**src/rtl/rx_sched_pkg.sv**
```systemverilog
// Shared types and constants for the RX drain scheduler: FSM state encoding,
// channel index type and ack-timeout counter width.
package rx_sched_pkg;

    typedef enum logic [2:0] {
        S_IDLE  = 3'd0,
        S_REQ   = 3'd1,
        S_WAIT  = 3'd2,
        S_CHECK = 3'd3,
        S_OUT   = 3'd4
    } state_t;

    localparam int DATA_W = 32;
    localparam int CH_W   = 2;
    // Wide enough for ACK_TMO values up to 255
    localparam int TMO_W  = 8;

    typedef logic [CH_W-1:0] ch_t;

    // Channel reached by stepping 'step' places past 'prev' on a ring of nch
    function automatic ch_t rr_next(input ch_t prev, input int step, input int nch);
        return CH_W'((int'(prev) + step) % nch);
    endfunction

endpackage

```
**src/rtl/rx_drain_sched_if.sv**
```systemverilog
// Bundles the per-channel Wishbone read strobes and the merged output stream.
// master = scheduler side, slave = FIFO readers / stream consumer side.
interface rx_drain_sched_if #(
    parameter int NCH = 4
);
    import rx_sched_pkg::*;

    logic [NCH-1:0]        o_wb_cyc;
    logic [NCH-1:0]        o_wb_stb;
    logic [NCH-1:0]        i_wb_stall;
    logic [NCH-1:0]        i_wb_ack;
    logic [NCH*DATA_W-1:0] i_wb_data;
    logic                  o_tx_valid;
    logic                  i_tx_ready;
    logic [DATA_W-1:0]     o_tx_data;
    logic [CH_W-1:0]       o_tx_chan;
    logic                  o_tx_last;

    modport master (
        output o_wb_cyc, o_wb_stb,
        input  i_wb_stall, i_wb_ack, i_wb_data,
        output o_tx_valid, o_tx_data, o_tx_chan, o_tx_last,
        input  i_tx_ready
    );

    modport slave (
        input  o_wb_cyc, o_wb_stb,
        output i_wb_stall, i_wb_ack, i_wb_data,
        input  o_tx_valid, o_tx_data, o_tx_chan, o_tx_last,
        output i_tx_ready
    );

endinterface

```
**src/rtl/rr_pick.sv**
```systemverilog
// Round-robin selector: first requesting channel after 'prev', wrapping around.
module rr_pick
    import rx_sched_pkg::*;
#(
    parameter int NCH = 4
) (
    input  logic [NCH-1:0] req,
    input  ch_t            prev,
    output ch_t            grant,
    output logic           vld
);

    logic [3:0] req_pad;

    assign req_pad = 4'(req);

    // Walk from the farthest candidate back to prev+1 so the nearest one wins
    always_comb begin
        grant = prev;
        vld   = 1'b0;
        for (int i = NCH; i >= 1; i--) begin
            if (req_pad[rr_next(prev, i, NCH)]) begin
                grant = rr_next(prev, i, NCH);
                vld   = 1'b1;
            end
        end
    end

endmodule

```
**src/rtl/rx_drain_sched.sv**
```systemverilog
// Drains up to NCH RX FIFOs over per-channel Wishbone reads into one output
// stream, one outstanding read at a time, bursting up to BURST words per grant.
module rx_drain_sched
    import rx_sched_pkg::*;
#(
    parameter int NCH     = 4,
    parameter int BURST   = 4,
    parameter int COUNT_W = 3,
    parameter int ACK_TMO = 15
) (
    input  logic           i_clk,
    input  logic           rst,
    input  logic           i_enable,
    rx_drain_sched_if.master bus,
    input  logic [NCH-1:0] i_fifo_empty,
    input  logic [NCH-1:0] i_fifo_overflow,
    output logic           o_busy,
    output logic [NCH-1:0] o_ovf_sticky,
    input  logic           i_ovf_clear,
    output logic           o_tmo_sticky
);

    // Beat counter spans at least a FIFO's worth of words
    localparam int BEAT_W = (COUNT_W > $clog2(BURST + 1)) ? COUNT_W : $clog2(BURST + 1);

    state_t              state, nstate;
    ch_t                 cur_ch, last_grant, pick_ch;
    logic                pick_vld;
    logic [BEAT_W-1:0]   beat_cnt;
    logic [TMO_W-1:0]    tmo_cnt;
    logic [3:0]          stall_pad, ack_pad, empty_pad, ch_onehot;
    logic [4*DATA_W-1:0] data_pad;
    logic                stall_g, ack_g, empty_g, tmo_hit;
    logic [DATA_W-1:0]   data_g, tx_data_r;
    logic                tx_last_r;

    assign stall_pad = 4'(bus.i_wb_stall);
    assign ack_pad   = 4'(bus.i_wb_ack);
    assign empty_pad = 4'(i_fifo_empty);
    assign data_pad  = (4*DATA_W)'(bus.i_wb_data);

    assign stall_g = stall_pad[cur_ch];
    assign ack_g   = ack_pad[cur_ch];
    assign empty_g = empty_pad[cur_ch];
    assign data_g  = data_pad[{cur_ch, 5'd0} +: DATA_W];
    assign tmo_hit = (state == S_WAIT) && !ack_g && (tmo_cnt == TMO_W'(ACK_TMO - 1));

    rr_pick #(.NCH(NCH)) u_pick (
        .req   (~i_fifo_empty),
        .prev  (last_grant),
        .grant (pick_ch),
        .vld   (pick_vld)
    );

    always_ff @(posedge i_clk) begin
        if (rst) state <= S_IDLE;
        else     state <= nstate;
    end

    always_comb begin
        nstate = state;
        case (state)
            S_IDLE:  if (i_enable && pick_vld) nstate = S_REQ;
            S_REQ:   if (!stall_g) nstate = S_WAIT;
            S_WAIT:  if (ack_g) nstate = S_CHECK;
                     else if (tmo_hit) nstate = S_IDLE;
            S_CHECK: nstate = S_OUT;
            S_OUT:   if (bus.i_tx_ready) nstate = tx_last_r ? S_IDLE : S_REQ;
            default: nstate = S_IDLE;
        endcase
    end

    always_comb begin
        bus.o_wb_cyc   = '0;
        bus.o_wb_stb   = '0;
        bus.o_tx_valid = 1'b0;
        o_busy         = 1'b0;
        ch_onehot      = 4'b0001 << cur_ch;
        if (state != S_IDLE) begin
            o_busy       = 1'b1;
            bus.o_wb_cyc = ch_onehot[NCH-1:0];
        end
        if (state == S_REQ) bus.o_wb_stb = ch_onehot[NCH-1:0];
        if (state == S_OUT) bus.o_tx_valid = 1'b1;
    end

    always_ff @(posedge i_clk) begin
        if (rst) begin
            cur_ch       <= '0;
            last_grant   <= ch_t'(NCH - 1);
            beat_cnt     <= '0;
            tmo_cnt      <= '0;
            tx_data_r    <= '0;
            tx_last_r    <= 1'b0;
            o_ovf_sticky <= '0;
            o_tmo_sticky <= 1'b0;
        end else begin
            case (state)
                S_IDLE: if (i_enable && pick_vld) begin
                    cur_ch     <= pick_ch;
                    last_grant <= pick_ch;
                    beat_cnt   <= '0;
                end
                S_REQ:   tmo_cnt <= '0;
                S_WAIT:  if (ack_g) tx_data_r <= data_g;
                         else tmo_cnt <= tmo_cnt + 1'b1;
                // Enable dropping turns the beat in flight into the final one
                S_CHECK: tx_last_r <= (beat_cnt == BEAT_W'(BURST - 1)) | empty_g | !i_enable;
                S_OUT:   if (bus.i_tx_ready) beat_cnt <= beat_cnt + 1'b1;
                default: ;
            endcase
            o_ovf_sticky <= (o_ovf_sticky & ~{NCH{i_ovf_clear}}) | i_fifo_overflow;
            o_tmo_sticky <= (o_tmo_sticky & ~i_ovf_clear) | tmo_hit;
        end
    end

    assign bus.o_tx_data = tx_data_r;
    assign bus.o_tx_chan = cur_ch;
    assign bus.o_tx_last = tx_last_r;

endmodule
```
**src/flat_wrapper.sv**
```systemverilog
// flat-port wrapper written by rule: the top's interface ports become plain ports
module rx_drain_sched_flat import rx_sched_pkg::*;
#(
    parameter int NCH     = 4,
    parameter int BURST   = 4,
    parameter int COUNT_W = 3,
    parameter int ACK_TMO = 15
)
  (i_clk, rst, i_enable, i_fifo_empty, i_fifo_overflow, o_busy, o_ovf_sticky, i_ovf_clear, o_tmo_sticky, bus_o_wb_cyc, bus_o_wb_stb, bus_i_wb_stall, bus_i_wb_ack, bus_i_wb_data, bus_o_tx_valid, bus_o_tx_data, bus_o_tx_chan, bus_o_tx_last, bus_i_tx_ready);
  rx_drain_sched_if #(.NCH(NCH)) bus_i ();
  input  logic i_clk;
  input  logic rst;
  input  logic i_enable;
  input  logic [NCH-1:0] i_fifo_empty;
  input  logic [NCH-1:0] i_fifo_overflow;
  output logic o_busy;
  output logic [NCH-1:0] o_ovf_sticky;
  input  logic i_ovf_clear;
  output logic o_tmo_sticky;
  output wire logic [$bits(bus_i.o_wb_cyc)-1:0] bus_o_wb_cyc;
  output wire logic [$bits(bus_i.o_wb_stb)-1:0] bus_o_wb_stb;
  input wire logic [$bits(bus_i.i_wb_stall)-1:0] bus_i_wb_stall;
  input wire logic [$bits(bus_i.i_wb_ack)-1:0] bus_i_wb_ack;
  input wire logic [$bits(bus_i.i_wb_data)-1:0] bus_i_wb_data;
  output wire logic [$bits(bus_i.o_tx_valid)-1:0] bus_o_tx_valid;
  output wire logic [$bits(bus_i.o_tx_data)-1:0] bus_o_tx_data;
  output wire logic [$bits(bus_i.o_tx_chan)-1:0] bus_o_tx_chan;
  output wire logic [$bits(bus_i.o_tx_last)-1:0] bus_o_tx_last;
  input wire logic [$bits(bus_i.i_tx_ready)-1:0] bus_i_tx_ready;
  assign bus_o_wb_cyc = bus_i.o_wb_cyc;
  assign bus_o_wb_stb = bus_i.o_wb_stb;
  assign bus_i.i_wb_stall = bus_i_wb_stall;
  assign bus_i.i_wb_ack = bus_i_wb_ack;
  assign bus_i.i_wb_data = bus_i_wb_data;
  assign bus_o_tx_valid = bus_i.o_tx_valid;
  assign bus_o_tx_data = bus_i.o_tx_data;
  assign bus_o_tx_chan = bus_i.o_tx_chan;
  assign bus_o_tx_last = bus_i.o_tx_last;
  assign bus_i.i_tx_ready = bus_i_tx_ready;
  rx_drain_sched #(.NCH(NCH), .BURST(BURST), .COUNT_W(COUNT_W), .ACK_TMO(ACK_TMO)) u_core (.i_clk(i_clk), .rst(rst), .i_enable(i_enable), .bus(bus_i), .i_fifo_empty(i_fifo_empty), .i_fifo_overflow(i_fifo_overflow), .o_busy(o_busy), .o_ovf_sticky(o_ovf_sticky), .i_ovf_clear(i_ovf_clear), .o_tmo_sticky(o_tmo_sticky));
endmodule
```
**config.mk**
```make
export PLATFORM = sky130hd
export DESIGN_NAME = rx_drain_sched_flat
export DESIGN_NICKNAME = d
export VERILOG_FILES = /design/src/rtl/rx_sched_pkg.sv /design/src/rtl/rx_drain_sched_if.sv /design/src/rtl/rr_pick.sv /design/src/rtl/rx_drain_sched.sv /design/src/flat_wrapper.sv
export SDC_FILE = /design/constraint.sdc
export NUM_CORES = 1
export LEC_CHECK = 0
export ABC_AREA = 1
export ABC_CLOCK_PERIOD_IN_PS = 4700
export CAP_MARGIN = 20
export CORE_MARGIN = 3
export CORE_UTILIZATION = 30
export CTS_CLUSTER_DIAMETER = 40
export DETAILED_ROUTE_END_ITERATION = 7
export PLACE_DENSITY_LB_ADDON = 0.15
export SLEW_MARGIN = 5
export SYNTH_ARGS = -nofsm -noshare
export SYNTH_HDL_FRONTEND = slang
export SYNTH_HIERARCHICAL = 1
export SYNTH_SLANG_ARGS = --single-unit
```
**constraint.sdc**
```tcl
create_clock -name i_clk -period 4.7 [get_ports i_clk]
set_input_delay 1.175 -clock i_clk [delete_from_list [all_inputs] [get_ports i_clk]]
set_output_delay 1.175 -clock i_clk [all_outputs]
set_load 0.005 [all_outputs]
```
## Word-level counts from Yosys, hierarchy flattened

Index checks and enable logic that the tools add are counted.

- Flip-flop bits (word level): 56
- Input port bits: 149
- Output and inout bits: 50
- Word-level logic and storage cells: 94

- Add/subtract/negate cells: 6
- $lt $le $gt $ge: 5
- Equality and inequality tests: 11
- Shift-type cells: 2
- Muxes and demuxes: 38
- Bitwise gates (word level): 9
- Reductions and logical operators: 14

Operator list:

| cell | number |
|---|---|
| indexed part select 128 x 8 -> 32 bit | 1 |
| 2-to-1 mux 3 bit | 7 |
| case mux 8 bit (2 select lines) | 1 |
| < comparator 2 x 3 -> 1 bit, second input constant | 5 |
| case mux 3 bit (5 select lines) | 1 |
| binary-select mux 1 bit (select 2 bit) | 7 |
| 2-to-1 mux 1 bit | 14 |
| == test 3 x 2 -> 1 bit, second input constant | 3 |
| adder 8 x 1 -> 8 bit, second input constant | 1 |
| == test 8 x 4 -> 1 bit, second input constant | 1 |
| 2-to-1 mux 2 bit | 4 |
| 2-to-1 mux 4 bit | 2 |
| 2-to-1 mux 8 bit | 1 |
| NOT 4 bit | 2 |
| inequality test 2 bit, second input constant | 3 |
| case mux 3 bit (2 select lines) | 1 |
| AND reduction 2 bit | 3 |
| adder 2 x 1 -> 2 bit, second input constant | 2 |
| adder 2 bit, second input constant | 2 |
| bitwise AND 4 bit | 1 |
| OR 4 bit | 1 |
| AND reduction 4 bit | 1 |
| nonzero test 2 bit | 2 |
| left shift 1 x 2 -> 4 bit, first input constant | 1 |
| other kinds (13) | 18 |

## Depth between registers and ports, before layout

Gate-level depths: netlist (run 1).

- Depth in word-level cells: 10
- Mapped depth: 14
- Mapped depth without buffers: 13

## Hierarchy

The synthesis (run 1) kept the hierarchy.

Modules (own cells, without submodules):

| module | instances | cells an instance | area an instance (um2) | sequential area each (um2) |
|---|---|---|---|---|
| rx_drain_sched | 1 | 558 | 3349.5 | 1121.1 |
| rr_pick | 1 | 47 | 241.5 | 0.0 |

## Least setup slack after synthesis (run 1)

No wires, ideal clock.

- Path kind: register to output
- From: reg u_core.cur_ch[1] (netlist: u_core/bus.o_tx_chan[1])
- To: out bus_o_wb_cyc[0]
- Arrival: 1.164 ns
- Data required time: 3.525 ns
- Path slack: 2.361 ns
- Cell stages (with the launch flop): 6
- Path buffers: 2
- Cell sequence: dfxtp_1 buf_2 nor2_2 clkbuf_1 inv_1 nor2_1

- Cells in the longest elaborated chain, start to end: 2

RTL lines:

| what | RTL line | text |
|---|---|---|
| from (decl) | rx_drain_sched.sv:27 | `ch_t cur_ch, last_grant, pick_ch;` |
| from (signal assigned) | rx_drain_sched.sv:100 | `cur_ch <= pick_ch;` |
| left shift 1 x 2 -> 4 bit | rx_drain_sched.sv:78 | `ch_onehot = 4'b0001 << cur_ch;` |
| 2-to-1 mux 4 bit | rx_drain_sched.sv:79 | `if (state != S_IDLE) begin` |
| to (decl) | flat_wrapper.sv:20 | `output wire logic [$bits(bus_i.o_wb_cyc)-1:0] bus_o_wb_cyc;` |

No other way between the ends.

## Worst setup path after layout (run 1)

- From: reg u_core.cur_ch[0] (netlist: u_core/bus.o_tx_chan[0])
- To: out bus_o_wb_stb[3]

- Cells in the longest elaborated chain, start to end: 2

RTL lines:

| what | RTL line | text |
|---|---|---|
| left shift 1 x 2 -> 4 bit | rx_drain_sched.sv:78 |  |
| 2-to-1 mux 4 bit | rx_drain_sched.sv:83 | `if (state == S_REQ) bus.o_wb_stb = ch_onehot[NCH-1:0];` |
| to (decl) | flat_wrapper.sv:21 | `output wire logic [$bits(bus_i.o_wb_stb)-1:0] bus_o_wb_stb;` |

No other way between the ends.

==> impl_metrics.json, run 1 <==
{
  "result_of_the_run": "completed",
  "ys_seq_area_share_pct": 31.2,
  "syn_nets": 758,
  "tightestPinTransition_ns": 0.714,
  "post_synth_mux_area_share_pct": 0,
  "cts.path.max_buffers": 2,
  "critical_path.startpoint_type": "register",
  "grt_pass1_vias": 4400,
  "post_drt_via_cell_ratio": 4.84,
  "period_share_pct": 65.9,
  "cts_root_buffer": "sky130_fd_sc_hd__clkbuf_16",
  "combinationalPowerShare_pct": 54.4,
  "post_cts.repair.setup_buffers": 0,
  "cp_data_arrival_time_ns": 1.92,
  "final_period_minus_worst_setup_slack_ns": 3.10,
  "gr-total-overflow": 0,
  "dpl_hpwl_mm": 9.70,
  "die_h_um": 115,
  "area_fraction_in_and_or_nand_and_nor_cells_after_synthesis_pct": 43.3,
  "yosys_register_bits": 56,
  "final.setup_skew_ns": 0.00990,
  "cts-buffers-inserted": 5,
  "h-tree-depth": 2,
  "final_cells": 924,
  "grt_first_pass_wirelength_mm": 20.8,
  "p_int_uw": 1330,
  "hold_viol_final": 0,
  "max_cap_viol_count": 0,
  "placement.io_buffers": 198,
  "max-slew-margin-rel_pct": 52.2,
  "post_synth_main_area_contributors": "sky130_fd_sc_hd__dfxtp_1 (31%), sky130_fd_sc_hd__nand2_1 (21%), sky130_fd_sc_hd__a21oi_1 (8.1%)",
  "synthesis.area_sq_um": 3590,
  "count_of_mapped_cells_out_of_synthesis": 605,
  "worst_hold_path.num_cells": 2,
  "switchingPower_uw": 1040,
  "vias": 4470,
  "irDropWorstVdd_v": 0.000187,
  "ws_path_type": "register to output pin",
  "synth.yosys.warnings": 6,
  "cp_slowest_stage_delay_ns": 0.78,
  "initial_core_util_pct": 31.1,
  "grt_util_all_layers_pct": 19.2,
  "worstRegToRegCells": 9,
  "power_switching_share_pct": 43.9,
  "timing.rr.end": "u_core/bus.o_tx_data[19]",
  "postCtsResizedCells": 0,
  "finalSetupViolCount": 0,
  "worstPathCellList": "nand2_1 > nor2_1 > clkdlybuf4s50_1",
  "clockPowerShare_pct": 17.7,
  "cts.clk_slew.worst_paths_ns": 0.07,
  "detail_route.wirelength_mm": 12.7,
  "yosys.area_share.xor_xnor_pct": 0.244,
  "design.portCount": 199,
  "synth_cell_type_count": 28,
  "layout-area-overhead-vs-synth_pct": 60.7,
  "floorplan.die.width_um": 115,
  "leakagePower_uw": 0.00256,
  "critical_path.endpoint_type": "output pin",
  "wire_per_inst_um": 13.7,
  "worst_hold_path_startpoint": "u_core/o_tmo_sticky",
  "drcViolationCount": 0,
  "drive_above_1_share_pct": 5.38,
  "area.sequential_sq_um": 1120,
  "grt_antenna_before_repair": 0,
  "cts_sinks": 56,
  "cellPowerDensity_nw_per_um2": 410,
  "r2r_setup_slk_ns": 1.76,
  "hold_crit_class": "register to register",
  "hold_buffers": 0,
  "drtPass1Iterations": 4,
  "yosys.area.top_type": "sky130_fd_sc_hd__dfxtp_1",
  "tritoncts": "done",
  "dp_cells": 916,
  "grt_max_degree": 68,
  "detailedRoute.firstIterationViolations": 158,
  "setup-tns-final_ns": 0,
  "synth_adder_area_share_pct": 1.39,
  "most_common_cell_after_layout_fill_and_taps_aside": "sky130_fd_sc_hd__nand2_1",
  "critPathRequiredTime_ns": 3.52,
  "finish.utilization_pct": 49.9,
  "synth_top_family_by_area": "simple AND/OR/NAND/NOR gates",
  "commonest_cells_after_routing_fill_and_taps_aside": "sky130_fd_sc_hd__nand2_1 (205), sky130_fd_sc_hd__clkdlybuf4s50_1 (198), sky130_fd_sc_hd__nor2_1 (59)",
  "worstSkewPairLatency_ns": 0.29,
  "slew_viol_final": 0,
  "synth_compound_area_share_pct": 14.1,
  "rows": 39,
  "avgSynthCellArea_sq_um": 5.94,
  "place_congestion": 0.856,
  "drt.antenna.violating_nets": 0,
  "antenna_cells_inserted": 0,
  "reg2reg_from": "u_core/bus.o_tx_chan[0]",
  "area_used_by_multi_input_combinational_logic_sq_um": 2120,
  "synth_top_area_share_pct": 31.2,
  "die-area_sq_um": 13300,
  "worst_path_max_delay_cell": "sky130_fd_sc_hd__dfxtp_2",
  "finalNetCount": 933,
  "seq_power_share_pct": 28.0,
  "rsz0062_at_grt": "no",
  "min_to": "u_core/o_tmo_sticky",
  "timing.critical_path.fanout_max": 36,
  "core_area_sq_um": 11600,
  "max_freq_mhz": 323,
  "fillerInstances": 1188
}
worst max path at each step:
stage                            start                       end  slack [ns]  depth (start not counted)
2_1_floorplan  u_core/bus.o_tx_chan[1]           bus_o_wb_cyc[0]        2.36                          5
3_3_place_gp           bus_i_wb_ack[1]  u_core/bus.o_tx_data[17]        1.43                          9
3_5_place_dp           bus_i_wb_ack[1]  u_core/bus.o_tx_data[19]        1.34                          9
4_1_cts        u_core/bus.o_tx_chan[0]           bus_o_wb_stb[3]        1.59                          3
5_1_grt        u_core/bus.o_tx_chan[0]  u_core/bus.o_tx_data[19]        1.27                          9
6_report       u_core/bus.o_tx_chan[0]           bus_o_wb_stb[3]        1.60                          3
metal layers:
metal / global-route usage [%] / up-vias / share of wire [%]
li1: - / 2292 / -
met1: 23.0 / 1979 / 41
met2: 33.5 / 176 / 48
met3: 5.11 / 23 / 8.4
met4: 6.26 / 0 / 2.8
met5: 0 / - / 0
state kept, by name, indices dropped and copies added (netlist names):
signal                count
u_core/tmo_cnt            8
u_core/bus.o_tx_chan      2
u_core/bus.o_tx_data     32
u_core/bus.o_tx_last      1
u_core/beat_cnt           3
u_core/last_grant         2
u_core/o_tmo_sticky       1
u_core/o_ovf_sticky       4
u_core/state              3
cell type report:
| type | count | share of cell area [%] |
|---|---|---|
| multi-input cells | 474 | 36.7 |
| repair buffers | 204 | 35.1 |
| flip-flops and latches | 56 | 19.5 |
| well taps | 143 | 3.10 |
| inverters | 39 | 2.67 |
| clock buffers | 5 | 2.17 |
| clock inverters | 3 | 0.737 |
Yosys cell counts:
cell type	instances
sky130_fd_sc_hd__or2_1	1
sky130_fd_sc_hd__buf_6	5
sky130_fd_sc_hd__nand2_4	1
sky130_fd_sc_hd__inv_8	1
sky130_fd_sc_hd__nand2_1	205
sky130_fd_sc_hd__ha_1	4
sky130_fd_sc_hd__inv_2	6
sky130_fd_sc_hd__xor2_1	1
sky130_fd_sc_hd__buf_2	13
sky130_fd_sc_hd__nor2_1	59
sky130_fd_sc_hd__buf_4	2
sky130_fd_sc_hd__nand2_2	14
sky130_fd_sc_hd__nor3_1	34
sky130_fd_sc_hd__inv_1	31
sky130_fd_sc_hd__o21ai_2	1
sky130_fd_sc_hd__nand3_1	50
sky130_fd_sc_hd__nor3_2	1
sky130_fd_sc_hd__clkinv_1	1
sky130_fd_sc_hd__o22ai_1	2
sky130_fd_sc_hd__nor2_2	2
sky130_fd_sc_hd__o21ai_0	29
sky130_fd_sc_hd__o21ai_1	10
sky130_fd_sc_hd__buf_1	2
sky130_fd_sc_hd__nor3b_1	1
sky130_fd_sc_hd__clkbuf_1	14
sky130_fd_sc_hd__nand3b_1	1
sky130_fd_sc_hd__a21oi_1	58
sky130_fd_sc_hd__dfxtp_1	56
per-stage QoR:
step	setup slack, ns	instance area (sq um)	hold slack, ns	total power, uW
global route	1.27	5770	0.507	2600
floorplan	2.36	3590	0.433	1490
global placement	1.43	5600	0.449	1940
CTS	1.59	5770	0.472	2400
finish	1.60	5770	0.467	2360
detailed placement	1.34	5600	0.461	1970
kinds of logic (layout without fill, tap and decap cells):
group           count (synthesis)  count (layout)
xor+xnor                        1               1
simple gates                  369             369
fa+ha+maj                       4               4
buf+inv                        75             251
flops                          56              56
compound gates                100             100
critical path: cells and delay by family, from the launching register on:
family / cells / cell delay, ns
and+or+nand+nor: 2 / 0.34
buffers and inverters: 1 / 0.51
DFF: 1 / 0.78
power by group through the flow:
stage                     Combinational, uW  Sequential [uW]  Clock (uW)
final                                  1290              662         418
after global routing                   1470              681         452
after CTS                              1300              662         433
after detailed placement               1290              672           0
after global placement                 1270              671           0
after floorplan                         878              609           0
No activity file was read; power rests on OpenSTA's default activity.
==> run 2, diff against run 1 <==
Settings changed: ABC_CLOCK_PERIOD_IN_PS 4700 to 2600.
Clock period 4.7 ns to 2.6 ns, I/O delays scaled along.
==> run 2 against run 1 <==
  * Setup slack lost 1.4 ns
  * Sequential cell count is the same
  * Total power grew 87%
  * Clock-buffer cell count is the same
  * Combinational power grew 89%
  * Register-to-register slack lost 1.1 ns
  * Die area is the same
  * Sequential share of layout area shrank 0.25 points
  * Clock skew shrank 0.0055 ns
  * Cell count grew 0.65%
==> impl_metrics.json, run 2 (synthesized netlist as in run 1, its figures left out) <==
{
  "max-slew-margin-rel_pct": 59.4,
  "finalSetupViolCount": 0,
  "post_cts.repair.setup_buffers": 0,
  "place_congestion": 0.850,
  "critical_path.endpoint_type": "output pin",
  "rsz0062_at_grt": "no",
  "initial_core_util_pct": 31.1,
  "irDropWorstVdd_v": 0.000436,
  "critical_path.startpoint_type": "register",
  "wire_per_inst_um": 13.8,
  "max_cap_viol_count": 0,
  "hold_crit_class": "register to register",
  "floorplan.die.width_um": 115,
  "slew_viol_final": 0,
  "cts-buffers-inserted": 5,
  "drcViolationCount": 0,
  "detail_route.wirelength_mm": 12.8,
  "h-tree-depth": 2,
  "leakagePower_uw": 0.00261,
  "seq_power_share_pct": 25.8,
  "startpoint": "u_core/state[0]",
  "worst_hold_path_startpoint": "u_core/o_tmo_sticky",
  "die_h_um": 115,
  "largest_register_ff_count": 32,
  "max_freq_mhz": 420,
  "rows": 39,
  "worstSkewPairLatency_ns": 0.28,
  "detailedRoute.firstIterationViolations": 187,
  "drtPass1Iterations": 4,
  "hold_buffers": 0,
  "grt_pass1_vias": 4314,
  "cp_data_arrival_time_ns": 1.73,
  "reg2reg_from": "u_core/last_grant[0]",
  "hold_viol_final": 0,
  "vias": 4452,
  "p_int_uw": 2520,
  "grt_max_degree": 54,
  "area.sequential_sq_um": 1120,
  "grt_util_all_layers_pct": 19.2,
  "placement.io_buffers": 198,
  "commonest_cells_after_routing_fill_and_taps_aside": "sky130_fd_sc_hd__nand2_1 (205), sky130_fd_sc_hd__clkdlybuf4s50_1 (198), sky130_fd_sc_hd__nor2_1 (59)",
  "layout-area-overhead-vs-synth_pct": 62.8,
  "grt_first_pass_wirelength_mm": 20.8,
  "timing.critical_path.fanout_max": 7,
  "fillerInstances": 1185,
  "period_share_pct": 91.6,
  "tritoncts": "done",
  "r2r_setup_slk_ns": 0.70,
  "clockPowerShare_pct": 19.0,
  "grt_antenna_before_repair": 0,
  "dpl_hpwl_mm": 9.81,
  "area_used_by_multi_input_combinational_logic_sq_um": 2120,
  "worstRegToRegCells": 12,
  "drive_above_1_share_pct": 6.35,
  "cts.clk_slew.worst_paths_ns": 0.07,
  "postCtsResizedCells": 0,
  "cellPowerDensity_nw_per_um2": 756,
  "core_area_sq_um": 11600,
  "cts_sinks": 56,
  "tightestPinTransition_ns": 0.609,
  "final_period_minus_worst_setup_slack_ns": 2.38,
  "post_drt_via_cell_ratio": 4.79,
  "setup-tns-final_ns": 0,
  "cts_root_buffer": "sky130_fd_sc_hd__clkbuf_16",
  "switchingPower_uw": 1900,
  "critPathRequiredTime_ns": 1.95,
  "result_of_the_run": "completed",
  "finalNetCount": 940,
  "p_total_uw": 4420,
  "drt.antenna.violating_nets": 0,
  "worst_hold_path.num_cells": 2,
  "most_common_cell_after_layout_fill_and_taps_aside": "sky130_fd_sc_hd__nand2_1",
  "gr-total-overflow": 0,
  "combinationalPowerShare_pct": 55.1,
  "final.setup_skew_ns": 0.00444,
  "ws_path_type": "register to output pin",
  "antenna_cells_inserted": 0,
  "power_switching_share_pct": 42.9,
  "design.portCount": 199,
  "cts.path.max_buffers": 2,
  "die-area_sq_um": 13300
}
run 2: changes by cell type in the layout (fill, tap and decap cells not counted), sizes merged:
| cell | change |
|---|---|
| buf | +7 |
| bufinv | +1 |
| clkinv | -1 |
| clkinvlp | -1 |
run 2: worst max-delay path, stage by stage, from the launching register on:
cell                              delay, ns
sky130_fd_sc_hd__dfxtp_1               0.41
sky130_fd_sc_hd__inv_2                 0.07
sky130_fd_sc_hd__nor3_2                0.21
sky130_fd_sc_hd__inv_2                 0.14
sky130_fd_sc_hd__nor2_1                0.11
sky130_fd_sc_hd__clkdlybuf4s50_1       0.51
run 2: power by group through the flow:
stage / registers, uW / clock network (uW) / logic (uW)
floorplan: 1100 / 0 / 1590
global placement: 1150 / 0 / 2390
detailed placement: 1160 / 0 / 2420
CTS: 1140 / 862 / 2430
global route: 1170 / 893 / 2760
finish: 1140 / 841 / 2440
run 2: final cells by class:
cell class	instances	share of cell area (%)
Multi-Input combinational cell	474	36.4
Timing Repair Buffer	211	35.6
Sequential cell	56	19.2
Tap cell	143	3.06
Inverter	39	2.63
Clock buffer	5	2.14
Clock inverter	2	1.03
run 2: final timing paths:
| path | end |
|---|---|
| worst max-delay path | bus_o_wb_stb[0] |
| worst min-delay path | u_core/o_tmo_sticky |
| worst max register to register | u_core/state[1] |
| worst min register to register | u_core/o_tmo_sticky |
run 2: stage by stage:
step / worst slack (ns) / cells / util [%] / hold WS [ns] / cell area (sq um)
2_1_floorplan: 0.786 / 605 / - / 0.433 / 3590
3_3_place_gp: 0.318 / 923 / 48.9 / 0.453 / 5650
3_5_place_dp: 0.267 / 923 / 48.9 / 0.459 / 5650
4_1_cts: 0.0595 / 930 / 50.5 / 0.470 / 5840
5_1_grt: 0.0533 / 930 / 50.5 / 0.497 / 5840
6_report: 0.218 / 930 / 50.5 / 0.466 / 5840
run 2: routing by layer:
| layer | vias up | global-route usage, % | routed length (um) |
|---|---|---|---|
| met5 | - | 0 | 0 |
| met4 | 0 | 5.87 | 276 |
| met3 | 19 | 4.47 | 979 |
| met2 | 181 | 33.0 | 6110 |
| met1 | 1949 | 23.7 | 5460 |
| li1 | 2303 | - | - |
